==> config.mk <==
export PLATFORM = sky130hd
export DESIGN_NAME = dac_delay_tuner_flat
export DESIGN_NICKNAME = d
export VERILOG_FILES = /design/src/rtl/dac_delay_tuner_if.sv /design/src/rtl/dac_delay_tuner.sv /design/src/flat_wrapper.sv
export SDC_FILE = /design/constraint.sdc
export NUM_CORES = 1
export LEC_CHECK = 0
export ABC_AREA = 0
export BUFFER_PORTS_ARGS = -buffer_cell sky130_fd_sc_hd__buf_2
export CAP_MARGIN = 20
export CORE_MARGIN = 8
export CORE_UTILIZATION = 45
export CTS_BUF_LIST = sky130_fd_sc_hd__clkbuf_4
export DETAILED_ROUTE_END_ITERATION = 12
export PLACE_DENSITY = 0.63
export SLEW_MARGIN = 10
export SYNTH_ARGS = -nofsm -noshare
export SYNTH_HDL_FRONTEND = slang
export SYNTH_SLANG_ARGS = --single-unit
export TNS_END_PERCENT = 10
==> constraint.sdc <==
create_clock -name i_clk200 -period 9 [get_ports i_clk200]
set_input_delay 1.8 -clock i_clk200 [delete_from_list [all_inputs] [get_ports i_clk200]]
set_output_delay 1.8 -clock i_clk200 [all_outputs]
set_load 0.01 [all_outputs]
==> src/rtl/dac_delay_tuner_if.sv <==
// Request, status, IODELAY control and readback signals of the DAC delay tuner.
interface dac_delay_tuner_if #(
  parameter int unsigned NUM_LANES = 12,
  parameter int unsigned TAP_W     = 6
) ();
  logic                 req_valid;
  logic                 req_ready;
  logic [3:0]           req_lane;
  logic [TAP_W-1:0]     req_tap;
  logic                 done;
  logic                 err;
  logic                 busy;
  logic [NUM_LANES-1:0] dly_ce;
  logic                 dly_inc;
  logic                 dly_rst;
  logic [3:0]           rd_lane;
  logic [TAP_W-1:0]     rd_tap;

  // Requester / observer side.
  modport master (
    output req_valid, req_lane, req_tap, rd_lane,
    input  req_ready, done, err, busy, dly_ce, dly_inc, dly_rst, rd_tap
  );

  // Tuner side.
  modport slave (
    input  req_valid, req_lane, req_tap, rd_lane,
    output req_ready, done, err, busy, dly_ce, dly_inc, dly_rst, rd_tap
  );
endinterface

==> src/rtl/dac_delay_tuner.sv <==
// Walks one DAC-lane IODELAY at a time toward a requested tap with CE/INC pulses,
// leaving a settle gap after every step, and keeps a shadow table of current taps.
module dac_delay_tuner #(
  parameter int unsigned NUM_LANES  = 12,
  parameter int unsigned TAP_W      = 6,
  parameter int unsigned INIT_TAP   = 0,
  parameter int unsigned SETTLE_CYC = 4
) (
  input  logic                i_clk200,
  input  logic                i_rst,
  dac_delay_tuner_if.slave    io_tun
);

  localparam int unsigned CNT_W = (SETTLE_CYC > 1) ? $clog2(SETTLE_CYC) : 1;
  localparam logic [3:0]  LANES_L = 4'(NUM_LANES);

  typedef enum logic [2:0] {StInit, StIdle, StStep, StSettle, StDone} state_e;

  state_e               r_state, w_state_d;
  logic                 r_init_hold;
  logic [3:0]           r_lane, w_lane_d;
  logic [TAP_W-1:0]     r_target, w_target_d;
  logic [CNT_W-1:0]     r_cnt, w_cnt_d;
  logic [TAP_W-1:0]     r_shadow [NUM_LANES];

  logic                 r_req_ready, r_busy, r_done, r_err;
  logic [NUM_LANES-1:0] r_dly_ce, w_ce_d;
  logic                 r_dly_inc, w_inc_d;
  logic                 r_dly_rst;
  logic [TAP_W-1:0]     r_rd_tap;

  logic                 w_accept, w_lane_ok, w_err_d;
  logic [TAP_W-1:0]     w_cur_tap, w_walk_tap;

  // Next-state, latched request and registered-output next values.
  always_comb begin
    w_state_d  = r_state;
    w_lane_d   = r_lane;
    w_target_d = r_target;
    w_cnt_d    = r_cnt;
    w_inc_d    = r_dly_inc;
    w_err_d    = 1'b0;
    w_ce_d     = '0;
    w_accept   = io_tun.req_valid && r_req_ready;
    w_lane_ok  = io_tun.req_lane < LANES_L;
    w_cur_tap  = w_lane_ok ? r_shadow[io_tun.req_lane] : '0;
    w_walk_tap = r_shadow[r_lane];

    case (r_state)
      // Holds one extra cycle after reset release so dly_rst outlasts RST.
      StInit: if (!r_init_hold) w_state_d = StIdle;
      StIdle: begin
        if (w_accept) begin
          if (!w_lane_ok) begin
            w_err_d = 1'b1;
          end else if (io_tun.req_tap == w_cur_tap) begin
            w_state_d = StDone;
          end else begin
            w_lane_d   = io_tun.req_lane;
            w_target_d = io_tun.req_tap;
            w_inc_d    = io_tun.req_tap > w_cur_tap;
            w_state_d  = StStep;
          end
        end
      end
      StStep: begin
        w_cnt_d   = CNT_W'(SETTLE_CYC - 1);
        w_state_d = StSettle;
      end
      StSettle: begin
        if (r_cnt == '0) begin
          w_state_d = (w_walk_tap == r_target) ? StDone : StStep;
        end else begin
          w_cnt_d = r_cnt - 1'b1;
        end
      end
      StDone:  w_state_d = StIdle;
      default: w_state_d = StInit;
    endcase

    if (w_state_d == StStep) w_ce_d[w_lane_d] = 1'b1;
  end

  // Control state register.
  always_ff @(posedge i_clk200) begin
    if (i_rst) begin
      r_state     <= StInit;
      r_init_hold <= 1'b1;
      r_lane      <= '0;
      r_target    <= '0;
      r_cnt       <= '0;
    end else begin
      r_state     <= w_state_d;
      r_init_hold <= 1'b0;
      r_lane      <= w_lane_d;
      r_target    <= w_target_d;
      r_cnt       <= w_cnt_d;
    end
  end

  // Shadow tap table: reset alongside the IODELAYs, one step per STEP cycle.
  always_ff @(posedge i_clk200) begin
    if (i_rst) begin
      for (int i = 0; i < NUM_LANES; i++) r_shadow[i] <= TAP_W'(INIT_TAP);
    end else if (r_state == StStep) begin
      r_shadow[r_lane] <= r_dly_inc ? r_shadow[r_lane] + 1'b1 : r_shadow[r_lane] - 1'b1;
    end
  end

  // Registered outputs derived from the upcoming state.
  always_ff @(posedge i_clk200) begin
    if (i_rst) begin
      r_req_ready <= 1'b0;
      r_busy      <= 1'b1;
      r_done      <= 1'b0;
      r_err       <= 1'b0;
      r_dly_ce    <= '0;
      r_dly_inc   <= 1'b0;
      r_dly_rst   <= 1'b1;
      r_rd_tap    <= '0;
    end else begin
      r_req_ready <= (w_state_d == StIdle);
      r_busy      <= (w_state_d != StIdle);
      r_done      <= (w_state_d == StDone);
      r_err       <= w_err_d;
      r_dly_ce    <= w_ce_d;
      r_dly_inc   <= w_inc_d;
      r_dly_rst   <= (w_state_d == StInit);
      r_rd_tap    <= (io_tun.rd_lane < LANES_L) ? r_shadow[io_tun.rd_lane] : '0;
    end
  end

  assign io_tun.req_ready = r_req_ready;
  assign io_tun.busy      = r_busy;
  assign io_tun.done      = r_done;
  assign io_tun.err       = r_err;
  assign io_tun.dly_ce    = r_dly_ce;
  assign io_tun.dly_inc   = r_dly_inc;
  assign io_tun.dly_rst   = r_dly_rst;
  assign io_tun.rd_tap    = r_rd_tap;

endmodule

==> src/flat_wrapper.sv <==
// flat-port wrapper written by rule: the top's interface ports become plain ports
module dac_delay_tuner_flat 
#(
  parameter int unsigned NUM_LANES  = 12,
  parameter int unsigned TAP_W      = 6,
  parameter int unsigned INIT_TAP   = 0,
  parameter int unsigned SETTLE_CYC = 4
)
  (i_clk200, i_rst, io_tun_req_valid, io_tun_req_lane, io_tun_req_tap, io_tun_rd_lane, io_tun_req_ready, io_tun_done, io_tun_err, io_tun_busy, io_tun_dly_ce, io_tun_dly_inc, io_tun_dly_rst, io_tun_rd_tap);
  dac_delay_tuner_if #(.NUM_LANES(NUM_LANES), .TAP_W(TAP_W)) io_tun_i ();
  input  logic i_clk200;
  input  logic i_rst;
  input wire logic [$bits(io_tun_i.req_valid)-1:0] io_tun_req_valid;
  input wire logic [$bits(io_tun_i.req_lane)-1:0] io_tun_req_lane;
  input wire logic [$bits(io_tun_i.req_tap)-1:0] io_tun_req_tap;
  input wire logic [$bits(io_tun_i.rd_lane)-1:0] io_tun_rd_lane;
  output wire logic [$bits(io_tun_i.req_ready)-1:0] io_tun_req_ready;
  output wire logic [$bits(io_tun_i.done)-1:0] io_tun_done;
  output wire logic [$bits(io_tun_i.err)-1:0] io_tun_err;
  output wire logic [$bits(io_tun_i.busy)-1:0] io_tun_busy;
  output wire logic [$bits(io_tun_i.dly_ce)-1:0] io_tun_dly_ce;
  output wire logic [$bits(io_tun_i.dly_inc)-1:0] io_tun_dly_inc;
  output wire logic [$bits(io_tun_i.dly_rst)-1:0] io_tun_dly_rst;
  output wire logic [$bits(io_tun_i.rd_tap)-1:0] io_tun_rd_tap;
  assign io_tun_i.req_valid = io_tun_req_valid;
  assign io_tun_i.req_lane = io_tun_req_lane;
  assign io_tun_i.req_tap = io_tun_req_tap;
  assign io_tun_i.rd_lane = io_tun_rd_lane;
  assign io_tun_req_ready = io_tun_i.req_ready;
  assign io_tun_done = io_tun_i.done;
  assign io_tun_err = io_tun_i.err;
  assign io_tun_busy = io_tun_i.busy;
  assign io_tun_dly_ce = io_tun_i.dly_ce;
  assign io_tun_dly_inc = io_tun_i.dly_inc;
  assign io_tun_dly_rst = io_tun_i.dly_rst;
  assign io_tun_rd_tap = io_tun_i.rd_tap;
  dac_delay_tuner #(.NUM_LANES(NUM_LANES), .TAP_W(TAP_W), .INIT_TAP(INIT_TAP), .SETTLE_CYC(SETTLE_CYC)) u_core (.i_clk200(i_clk200), .i_rst(i_rst), .io_tun(io_tun_i));
endmodule
; ---- After elaboration in Yosys (flattened, before gate mapping)
; Memories as Yosys holds them, arrays and structs flattened. A register that Yosys moved wholly into a read port is not among the register bits.
; Cells that the tools add are included.
[totals]
ff_bits = 34
latchBits = 0
mem_bits_rw = 72
rom_bits = 0
output_inout_bits = 24
wordCells = 76
n_memories = 1
[op_classes]
addsub = 3
mul = 0
div = 0
n_lt_le_gt_ge = 5
n_eq_ne = 11
n_shift = 0
n_mux = 27
n_bitwise = 5
reduce_logical = 12
[memory_table]
columns = memory, words, word_bits, rd, rd_clocked_by_memory_dff, wr, line
row1 = u_core.r_shadow, 12, 6, 3, 2, 12, dac_delay_tuner.sv:24  ; logic [TAP_W-1:0] r_shadow [NUM_LANES];
[op_table]
columns = cell, n
row1 = 4-bit 2-to-1 mux, 6
row2 = 3-bit 2-to-1 mux, 6
row3 = 6-bit 2-to-1 mux, 3
row4 = 3-bit one-hot mux with 5 select lines, 1
row5 = 6-bit equality test, 2
row6 = "3-bit by 2-bit equality test with 1-bit output, second input constant", 3
row7 = "4-bit < comparator, second input constant", 2
row8 = 1-bit 2-to-1 mux, 8
row9 = "6-bit by 1-bit adder with 6-bit output, second input constant", 1
row10 = "3-bit by 1-bit equality test with 1-bit output, second input constant", 2
row11 = "3-bit equality test, second input constant", 2
row12 = 6-bit greater-than comparator, 1
row13 = 3-bit zero test, 2
row14 = 6-bit OR reduction, 1
row15 = "6-bit by 1-bit subtractor with 6-bit output, second input constant", 1
row16 = "4-bit by 5-bit < comparator with 1-bit output, second input constant", 1
row17 = 1-bit NOT, 5
row18 = 1-bit demux with 4-bit select, 1
row19 = "4-bit by 1-bit >= comparator with 1-bit output, second input constant", 1
row20 = 2-bit one-hot mux with 2 select lines, 1
row21 = 4-bit AND reduction, 1
row22 = 2-bit OR reduction, 2
row23 = "3-bit by 1-bit inequality test with 1-bit output, second input constant", 1
row24 = 3-bit OR reduction, 1
row25 = 7 further kinds, 8

; ---- Logic depth before layout (Yosys ltp)
[depth]
word_depth = 11
mapped_depth = 14
ltp_nobuf = 12

; ---- Worst setup path before layout
; OpenSTA, ideal clock, no wires.
[synth_timing]
path_type = input to register
start = input port io_tun_req_lane[0]
end = register u_core.r_dly_ce[0], in the netlist u_core.io_tun.dly_ce[0]
setup_ps = 80
arrival_time_ps = 4801
slack_ps = 4119
cell_stages = 14
path_buffers = 3
cell_sequence = clkbuf_1 buf_1 mux4_2 mux2i_1 nor2_1 a21oi_1 ha_1 nand4_1 nor2_1 or2_2 clkbuf_1 o31ai_1 nand3b_1 nor3b_1
[synth_via]
elab_chain_len = 11
elab_cells_between_ends = 20
cone_classes = order compare (3) / eq/ne (2) / mux (11) / bitwise (1) / reduce/logical (2) / memory (1)
[synth_lines]
columns = item, line
row1 = "start, declared", flat_wrapper.sv:14  ; input wire logic [$bits(io_tun_i.req_lane)-1:0] io_tun_req_lane;
row2 = memory read 12 x 6 bit or 4-bit < comparator (tied branches), --
row3 = 6-bit 2-to-1 mux, dac_delay_tuner.sv:46  ; w_cur_tap = w_lane_ok ? r_shadow[io_tun.req_lane] : '0;
row4 = 6-bit equality test, dac_delay_tuner.sv:56  ; end else if (io_tun.req_tap == w_cur_tap) begin
row5 = 4-bit 2-to-1 mux, dac_delay_tuner.sv:56
row6 = 4-bit 2-to-1 mux, dac_delay_tuner.sv:54  ; if (!w_lane_ok) begin
row7 = 4-bit 2-to-1 mux, dac_delay_tuner.sv:53  ; if (w_accept) begin
row8 = 4-bit 2-to-1 mux, dac_delay_tuner.sv:49  ; case (r_state)
row9 = 4-bit by 5-bit < comparator with 1-bit output (not written as such) or 4-bit by 1-bit >= comparator with 1-bit output (tied branches), dac_delay_tuner.sv:81  ; if (w_state_d == StStep) w_ce_d[w_lane_d] = 1'b1;
row10 = 1-bit logical AND (not written as such), dac_delay_tuner.sv:81
row11 = 1-bit 2-to-1 mux (not written as such), dac_delay_tuner.sv:81
row12 = 1-bit demux with 4-bit select, --
row13 = "end signal, assigned", dac_delay_tuner.sv:126  ; r_dly_ce <= w_ce_d;
row14 = "end, declared", dac_delay_tuner.sv:27  ; logic [NUM_LANES-1:0] r_dly_ce, w_ce_d;
; Parallel ways exist; a longest one is shown, timed or not.
; A chain may end at the register's enable or synchronous reset.

; ---- Worst setup path after layout
[layout_timing]
start = input port io_tun_req_lane[0]
end = register u_core.r_dly_ce[7], in the netlist u_core.io_tun.dly_ce[7]
; Same word-level chain as after synthesis.

==> results.txt <==
----------------------------------------------------
[Outcome]
  Outcome ... complete, no violations

[Power]
  Power after layout ... 1.24 mW
  Leakage power ... between 2 and 3 nW
  Peak supply drop ... 66.6 uV
  Power density over the cells ... 160 mW/mm^2

[Synth]
  Leading post-synthesis cells by cell area ... sky130_fd_sc_hd__edfxtp_1 (40%), sky130_fd_sc_hd__mux4_2 (15%), sky130_fd_sc_hd__dfxtp_1 (11%)
  Yosys top cell by area ... sky130_fd_sc_hd__edfxtp_1
  Cell count after synthesis ... 595
  Mapped Nets ... 624
  Post-synth top area share ... 40.1%
  Avg Inst Size Synth ... roughly 12 sq um
  Leading register cell type out of synthesis ... sky130_fd_sc_hd__edfxtp_1
  Synth unique cells ... between 40 and 50
  Number of enable-type register cells in the synthesized netlist ... 96
  Synth warn ... 0
  Share of flip-flops with an asynchronous set or reset ... 0%
  Post-synthesis cell area ... between 0.007 and 0.008 sq mm
  Share of the yosys chip area belonging to registers ... 51.3%
  Number of storage elements in the synthesis netlist ... between 100 and 150

[Detailed routing]
  DR pass1 iterations ... 5
  Residual DRC ... 0
  WL final ... 19400 um
  Drt wl/cell ... 22.8 um
  Vias per Instance ... 5.97
  Vias after detailed routing ... 5071
  Antenna viol nets, final ... 0
  Detailed Route Iter0 Violations ... 568

[Clocking]
  Clock root buffer ... sky130_fd_sc_hd__clkbuf_4
  Count of clock tree sinks ... 136
  Clock tree from TritonCTS ... built
  Number of buffers created by CTS ... 17
  Number of buffers added to fix hold violations after cts ... 0
  Bufs on Longest Clock Path ... 2
  Clock-pin slew reported for the worst setup and hold paths after clock tree synthesis ... 0.12 ns
  Worst-Skew Late Latency ... 0.57 ns
  Number of gates resized after CTS ... 0
  Maximum level of the CTS H-tree ... 4
  Number of buffers added for setup after CTS ... 0

[Critical path]
  Required time worst endpoint ... 9.46 ns
  Biggest fanout along the worst timing path ... 23
  Most common cell type on the critical path ... sky130_fd_sc_hd__nor2_1
  Delay of the slowest critical-path stage ... 0.69 ns
  Critical path data arrival time ... 5.20 ns
  Critical path endpoint category ... flop
  Cells along the critical path ... buf_2 > mux4_2 > mux2i_1 > nor2_1 > a21oi_1 > ha_1 > nand4_1 > nor2_1 > nor2_1 > nand2_1 > a21boi_0 > nor4b_1
  Critical path start-end classification ... in -> reg
  Worst-path cell with the longest stage delay ... sky130_fd_sc_hd__nor2_1
  Startpoint kind of the worst setup timing path ... primary input

[Placed design]
  Number of buffer cells added on primary ports ... 40
  Final RePlAce weighted congestion ... 0.972
  DPL Wire Length ... 14300 um

[STA]
  Setup Skew ... 0.0234 ns
  Hold Violations, Final ... 0
  Shortest period the worst path allows ... 4.74 ns
  Final Cycle Share ... 52.6%
  Transition time at the pin with the least slew margin ... between 0.9 and 1 ns
  Final setup violation count ... 0
  Setup repair after global routing missed its margin ... false
  Highest Clock Rate ... 211 MHz
  Max-slew violation count ... 0
  Max-slew headroom ... 34.5%
  Worst slack on hold paths ... 0.470 ns
  Total negative setup slack ... 0 ns

[Final layout]
  Fraction of final layout cells with drive strength greater than 1 ... ~22%
  Leading cell types in the layout, fill and taps excluded ... sky130_fd_sc_hd__nor2_1 (106), sky130_fd_sc_hd__edfxtp_1 (96), sky130_fd_sc_hd__mux4_2 (47), sky130_fd_sc_hd__nand2_1 (43), sky130_fd_sc_hd__mux2i_1 (41)
  NumNets Final ... 650
  Growth of design area from synthesis to finish ... 8.57%
  Most common cell after layout, fill and taps aside ... sky130_fd_sc_hd__nor2_1

[GRT]
  Global-route wire length before repair ... 29900 um
  Number of antenna violations at the first check in global routing ... 1
  Total congestion overflow after global routing ... 0
  Vias in the first global route ... 4989
  Total GRT Usage ... 20.1%
  Maximum number of pins on one net before global-route repair ... 46

[Die]
  Initial core utilization ... 45.5%
  Die span in y ... between 100 and 150 um
  Core box area ... approximately 0.016 sq mm
  Die area ... ~0.02 sq mm
  Standard-cell row count ... 46
  Die Span X ... 142 um
  Ports placed on the boundary ... 41

[Run]
  Reported max-cap violation count ... 0

[Min path]
  Type of the tightest min-delay check ... reg -> reg

----------------------------------------------------
synthesized netlist by cell type, types with 2 or more instances:
master	count
sky130_fd_sc_hd__a211oi_1	2
sky130_fd_sc_hd__a21o_1	5
sky130_fd_sc_hd__a21oi_1	29
sky130_fd_sc_hd__a221oi_1	5
sky130_fd_sc_hd__a41oi_1	2
sky130_fd_sc_hd__and3_1	6
sky130_fd_sc_hd__buf_1	3
sky130_fd_sc_hd__buf_2	7
sky130_fd_sc_hd__buf_4	2
sky130_fd_sc_hd__clkbuf_1	25
sky130_fd_sc_hd__dfxtp_1	40
sky130_fd_sc_hd__edfxtp_1	96
sky130_fd_sc_hd__ha_1	11
sky130_fd_sc_hd__inv_1	15
sky130_fd_sc_hd__mux2_2	11
sky130_fd_sc_hd__mux2i_1	41
sky130_fd_sc_hd__mux4_2	47
sky130_fd_sc_hd__nand2_1	43
sky130_fd_sc_hd__nand2b_1	17
sky130_fd_sc_hd__nand3_1	7
sky130_fd_sc_hd__nand3b_1	3
sky130_fd_sc_hd__nor2_1	106
sky130_fd_sc_hd__nor2b_1	9
sky130_fd_sc_hd__nor3_1	8
sky130_fd_sc_hd__nor3b_1	8
sky130_fd_sc_hd__nor4_1	2
sky130_fd_sc_hd__nor4b_1	2
sky130_fd_sc_hd__o21ai_0	7
sky130_fd_sc_hd__o21ba_2	2
sky130_fd_sc_hd__o22ai_1	4
sky130_fd_sc_hd__o31ai_1	2
sky130_fd_sc_hd__or3_1	2
sky130_fd_sc_hd__xnor2_1	5
sky130_fd_sc_hd__xor2_1	6
worst paths after layout:
check / to / slack [ns] / from / cells past startpoint
min reg2reg: u_core.r_target[5] / 0.47 / u_core.r_target[5] / 2
max reg2reg: u_core.r_shadow[12][5] / 4.69 / u_core.r_lane[2] / 11
max: u_core.io_tun.dly_ce[7] / 4.26 / io_tun_req_lane[0] / 12
min: u_core.r_target[5] / 0.47 / u_core.r_target[5] / 2
layer usage:
| layer | global-route usage [%] | wire [um] |
|---|---|---|
| met1 | 24.8 | 7720 |
| met2 | 31.2 | 9040 |
| met3 | 5.60 | 1640 |
| met4 | 11.9 | 975 |
| met5 | 0 | 0 |
report_power, final:
| part | switching (mW) | internal, mW |
|---|---|---|
| Combinational | 0.105 | 0.0631 |
| Sequential | 0.0154 | 0.689 |
| Clock | 0.237 | 0.136 |
| Total | 0.357 | 0.888 |
final cells by class:
cell class,count,area [sq um]
Clock inverter,14,128
Tap cell,216,270
Inverter,16,60.1
Antenna cell,1,2.50
Timing Repair Buffer,45,238
Fill cell,1432,7970
Multi-Input combinational cell,405,3290
Clock buffer,17,128
Sequential cell,136,3680
sequential cells by signal, indices dropped and copies added, names as in the netlist:
name / count
u_core.r_init_hold: 1
u_core.r_target: 6
u_core.io_tun.req_ready: 1
u_core.io_tun.dly_rst: 1
u_core.io_tun.busy: 1
u_core.r_state: 3
u_core.io_tun.err: 1
u_core.r_lane: 4
u_core.io_tun.done: 1
u_core.r_cnt: 2
u_core.io_tun.rd_tap: 6
u_core.io_tun.dly_inc: 1
u_core.r_shadow: 96
u_core.io_tun.dly_ce: 12
worst max-delay path, delay by kind of cell:
| family | cells | cell delay, ns |
|---|---|---|
| AO/OA/AOI/OAI | 2 | 0.36 |
| adder cells (fa/ha/maj) | 1 | 0.26 |
| buffers and inverters | 1 | 0.54 |
| multiplexers | 2 | 0.72 |
| AND/OR/NAND/NOR | 6 | 1.48 |
metrics by stage:
stage	std cells	instance area [sq um]	worst slack, ns	util (%)
finish	850	7800	4.26	49.4
global route	850	7800	3.84	49.4
CTS	849	7790	4.32	49.4
detailed placement	818	7540	3.71	47.8
global placement	818	7540	3.86	47.8
floorplan	595	7180	4.12	-
kinds of logic after synthesis:
| logic type | share of synthesized area, % |
|---|---|
| and+or+nand+nor | 14.0 |
| DFF | 51.3 |
| muxes | 22.4 |
| AOI/OAI and AO/OA | 5.70 |
| buffers and inverters | 3.15 |
| adders and majority gates | 2.20 |
| xor gates and xnor gates | 1.34 |
Power figures use the tool's default switching activity.
